==> config.mk <==
export PLATFORM = sky130hd
export DESIGN_NAME = ofm_wb
export DESIGN_NICKNAME = d
export VERILOG_FILES = /design/src/rtl/ofm_wb.sv
export SDC_FILE = /design/constraint.sdc
export NUM_CORES = 1
export LEC_CHECK = 0
export ABC_AREA = 1
export CAP_MARGIN = 10
export CORE_MARGIN = 3
export CORE_UTILIZATION = 46
export CTS_CLUSTER_DIAMETER = 50
export DETAILED_ROUTE_END_ITERATION = 6
export GPL_TIMING_DRIVEN = 0
export PLACE_DENSITY = 0.85
export SYNTH_ARGS = -nofsm -noshare
export SYNTH_HDL_FRONTEND = slang
export SYNTH_SLANG_ARGS = --single-unit
==> constraint.sdc <==
create_clock -name clk -period 7.9 [get_ports clk]
set_clock_uncertainty 0.05 [all_clocks]
set_input_delay 1.58 -clock clk [delete_from_list [all_inputs] [get_ports clk]]
set_output_delay 1.58 -clock clk [all_outputs]
set_load 0.05 [all_outputs]
==> src/rtl/ofm_wb.sv <==
// OFM write-back: joins the DMA data beats with the OFM address stream and issues one registered SRAM write per joined beat.
// Optional build macro OFM_WB_RELU_EN clamps negative two's-complement lanes to zero before the write register.
module ofm_wb #(
  parameter int DW = 8,
  parameter int DN = 6,
  parameter int AW = 14,
  parameter int CW = 10
) (
  input  logic               clk,
  input  logic               rst,
  input  logic [DN*DW-1:0]   wd_m_data,
  input  logic               wd_m_first,
  input  logic               wd_m_last,
  input  logic               wd_m_valid,
  output logic               wd_m_ready,
  input  logic [AW-1:0]      ad_m_addr,
  input  logic               ad_m_first,
  input  logic               ad_m_last,
  input  logic               ad_m_valid,
  output logic               ad_m_ready,
  output logic               sram_cs,
  output logic               sram_we,
  output logic [AW-1:0]      sram_addr,
  output logic [DN*DW-1:0]   sram_wdata,
  output logic [CW-1:0]      done_cnt,
  output logic               done_err,
  output logic               done_valid,
  input  logic               done_ready
);

  // state | meaning
  // IDLE  | waiting for a joint first beat
  // RUN   | inside a frame, writing joined beats
  // DRAIN | framing error, consuming each stream up to its last beat
  // DONE  | completion offered on done_*
  typedef enum logic [1:0] {IDLE, RUN, DRAIN, DONE} state_t;

  state_t           state, state_nxt;
  logic [CW-1:0]    cnt, cnt_nxt, cnt_inc;
  logic             err, err_nxt;
  logic             wd_seen, wd_seen_nxt;
  logic             ad_seen, ad_seen_nxt;
  logic             joint;
  logic             wr_fire;
  logic [DN*DW-1:0] wdata_mod;

  assign joint   = wd_m_valid & ad_m_valid;
  assign cnt_inc = (cnt == {CW{1'b1}}) ? cnt : cnt + 1'b1;

  always_comb begin
    wdata_mod = wd_m_data;
`ifdef OFM_WB_RELU_EN
    for (int i = 0; i < DN; i++) begin
      if (wd_m_data[i*DW + DW-1]) wdata_mod[i*DW +: DW] = '0;
    end
`endif
  end

  always_comb begin
    state_nxt   = state;
    cnt_nxt     = cnt;
    err_nxt     = err;
    wd_seen_nxt = wd_seen;
    ad_seen_nxt = ad_seen;
    wd_m_ready  = 1'b0;
    ad_m_ready  = 1'b0;
    wr_fire     = 1'b0;
    done_valid  = 1'b0;
    case (state)
      IDLE: begin
        wd_m_ready = joint;
        ad_m_ready = joint;
        if (joint) begin
          if (wd_m_first && ad_m_first && (wd_m_last == ad_m_last)) begin
            wr_fire   = 1'b1;
            cnt_nxt   = CW'(1);
            state_nxt = wd_m_last ? DONE : RUN;
          end else begin
            err_nxt     = 1'b1;
            wd_seen_nxt = wd_m_last;
            ad_seen_nxt = ad_m_last;
            state_nxt   = DRAIN;
          end
        end
      end
      RUN: begin
        wd_m_ready = joint;
        ad_m_ready = joint;
        if (joint) begin
          if (!wd_m_first && !ad_m_first && (wd_m_last == ad_m_last)) begin
            wr_fire   = 1'b1;
            cnt_nxt   = cnt_inc;
            state_nxt = wd_m_last ? DONE : RUN;
          end else begin
            err_nxt     = 1'b1;
            wd_seen_nxt = wd_m_last;
            ad_seen_nxt = ad_m_last;
            state_nxt   = DRAIN;
          end
        end
      end
      DRAIN: begin
        // each stream is swallowed independently until its own last beat
        wd_m_ready = !wd_seen;
        ad_m_ready = !ad_seen;
        if (wd_m_valid && !wd_seen && wd_m_last) wd_seen_nxt = 1'b1;
        if (ad_m_valid && !ad_seen && ad_m_last) ad_seen_nxt = 1'b1;
        if (wd_seen_nxt && ad_seen_nxt) state_nxt = DONE;
      end
      DONE: begin
        done_valid = 1'b1;
        if (done_ready) begin
          cnt_nxt     = '0;
          err_nxt     = 1'b0;
          wd_seen_nxt = 1'b0;
          ad_seen_nxt = 1'b0;
          state_nxt   = IDLE;
        end
      end
      default: state_nxt = IDLE;
    endcase
  end

  always_ff @(posedge clk or posedge rst) begin
    if (rst) begin
      state   <= IDLE;
      cnt     <= '0;
      err     <= 1'b0;
      wd_seen <= 1'b0;
      ad_seen <= 1'b0;
    end else begin
      state   <= state_nxt;
      cnt     <= cnt_nxt;
      err     <= err_nxt;
      wd_seen <= wd_seen_nxt;
      ad_seen <= ad_seen_nxt;
    end
  end

  always_ff @(posedge clk or posedge rst) begin
    if (rst) begin
      sram_cs    <= 1'b0;
      sram_we    <= 1'b0;
      sram_addr  <= '0;
      sram_wdata <= '0;
    end else begin
      sram_cs <= wr_fire;
      sram_we <= wr_fire;
      if (wr_fire) begin
        sram_addr  <= ad_m_addr;
        sram_wdata <= wdata_mod;
      end
    end
  end

  assign done_cnt = cnt;
  assign done_err = err;

endmodule

==> reports/results.ini <==
[run_status]
status = completed

[pwr]
leakagePower_nw = 2.736
p_per_area_mw_per_mm2 = 377.0
peakVddDrop_mv = 0.2435

[final_layout]
final_util_pct = 73.48
antennaDiodeCount = 0
n_fill_cell = 579
area_growth_syn_to_layout_pct = 51.02
nets = 684
drive_above_1_share_pct = 9.656
layout_common_cells = 242 x nand2_1, 148 x clkdlybuf4s50_1, 78 x dfrtp_1
final_common_cell = nand2_1

[placed_design]
gp_congestion = 0.8839
dp_hpwl_mm = 7.044
io_buffers = 148

[synth]
synth_area_per_cell_um2 = 8.082
synth_warnings = 0
syn_inst = 446
synth_area_mm2 = 0.003605
synth_fp_nets = 524
yosysSeqAreaShare_pct = 54.15
yosysUniqueCellTypes = 27
ys_ff_latch = 78

[job]
maxCapViolations = 0

[clock_tree]
ctsResizeCount = 0
cts.reportedPaths.clkPinSlew_ns = 0.08
cts_setup_buffers = 0
cts_tree = done
insertion_delay_ns = 0.33
holdBufCountCts = 0
clock_path_buffers = 2
cts_root_buf = clkbuf_8
cts_num_sinks = 78
numCtsBuffers = 9
htree_num_levels = 3

[die]
num_io_pins = 149
die-height_um = 94.52
initial_core_util_pct = 48.66
die_area_mm2 = 0.008934
die_w_um = 94.52
core-area_mm2 = 0.007408
num_rows = 31

[drt]
vias = 3410
wirelength_mm = 9.349
drcViolationCount = 0
ant_nets = 0
vias_per_cell = 4.803
wire_per_inst_um = 13.17
drtIter0Drc = 126
first_pass_iters = 5

[sta]
setup_violations = 0
hold_viol = 0
setup_tns_ns = 0
rsz0062_at_grt = no
relSlewSlack_pct = 63.03
tightest_slew_ns = 0.5528
finalCriticalPeriod_ns = 4.969
clock.fmax_mhz = 201.3
hold_ws_ns = 0.4332
slew_violations = 0
fin_crit_sh_pct = 62.89

[critical_path]
crit_required_ns = 6.27
cp_max_fo = 4
cp-end-kind = primary output
path_class = primary input to primary output
arrival_ns = 3.34
crit_path_start_kind = primary input

[grt]
antenna_found_initial = 0
gr-usage-all-layers_pct = 21.37
grt_pass1_vias = 3326
grt_overflow = 0
grt_pass1_wl_mm = 15.09
grt_max_degree = 70

[worst_hold_path]
min_path_type = register to register

[stage by stage]
stage | power, mW | worst slack [ns] | cells | cell area (um^2)
after floorplan | 1.363 | 3.749 | 446 | 3605
after global placement | 1.729 | 2.934 | 693 | 5210
after detailed placement | 1.753 | 2.921 | 694 | 5240
after CTS | 2.067 | 2.917 | 710 | 5444
after global routing | 2.171 | 2.852 | 710 | 5444
final | 2.052 | 2.931 | 710 | 5444
[where the power goes]
part,internal [mW],switching (mW),total (mW)
Combinational,0.374,0.754,1.13
Clock,0.151,0.157,0.308
Sequential,0.533,0.0838,0.616
Total,1.06,0.995,2.05
[layout make-up]
cell class | count | area (um^2) | area share [%]
repair buffers | 149 | 1509 | 27.72
clock inverters | 7 | 80.08 | 1.471
well taps | 99 | 123.9 | 2.275
multi-input cells | 329 | 1436 | 26.38
flip-flops and latches | 78 | 1952 | 35.85
clock buffers | 9 | 123.9 | 2.275
plain buffers | 15 | 123.9 | 2.275
inverters | 24 | 95.09 | 1.747
[state kept, by name, indices dropped and copies added (netlist names)]
signal / flops
ad_seen: 1
sram_wdata: 48
sram_we: 1
sram_addr: 14
done_err: 1
wd_seen: 1
done_cnt: 10
state: 2
[worst max-delay path, cell delays in order]
cell and delay (ns):
clkdlybuf4s50_1 0.49, nand2_1 0.12, a21oi_2 0.20, nor2_1 0.06, nor2_1 0.09, clkdlybuf4s50_1 0.80
[metal layers]
metal	routed length, um	track usage (%)	vias up	share of wire, %
li1	-	-	1681	-
met2	4619	36.52	139	49
met1	3692	25.53	1580	39
met4	123	6.370	0	1.3
met3	915	7.331	10	9.8
met5	0	0	-	0
[final timing paths]
path                                       startpoint                         end  slack (ns)  depth (start not counted)
max                                        ad_m_valid                  ad_m_ready        2.93                          6
min                        sram_wdata[37]$_DFFE_PP0P_  sram_wdata[37]$_DFFE_PP0P_        0.43                          2
max reg2reg                      state[0]$_DFFE_PP0P_    sram_addr[1]$_DFFE_PP0P_        5.91                          9
min reg2reg                sram_wdata[37]$_DFFE_PP0P_  sram_wdata[37]$_DFFE_PP0P_        0.43                          2
max in group asynchronous                         rst        state[1]$_DFFE_PP0P_        5.77                          3
min in group asynchronous                         rst     done_cnt[4]$_DFFE_PP0P_        1.45                          2
[cells by family (layout without fill, tap and decap cells)]
group	Yosys count	in the layout	share of synthesized area [%]
adders and majority gates	7	7	2.430
xor gates and xnor gates	2	2	0.4860
AOI/OAI and AO/OA	16	16	2.569
buffers and inverters	39	204	6.005
DFF	78	78	54.15
and+or+nand+nor	304	304	34.36
[cell usage after synthesis (all sizes together)]
cell type,n,share of area (%)
nand2,257,28
nand4,2,0.35
nor2,23,2.7
o22ai,2,0.35
inv,24,2.6
ha,7,2.4
dfrtp,78,54
nor3,3,0.42
o21ai,7,1.1
buf,14,3.3
xor2,2,0.49
nor3b,1,0.21
o21bai,1,0.21
clkbuf,1,0.10
nand3,16,2.6
or2,2,0.35
a21oi,6,0.94
No activity file was read; power rests on OpenSTA's default activity.
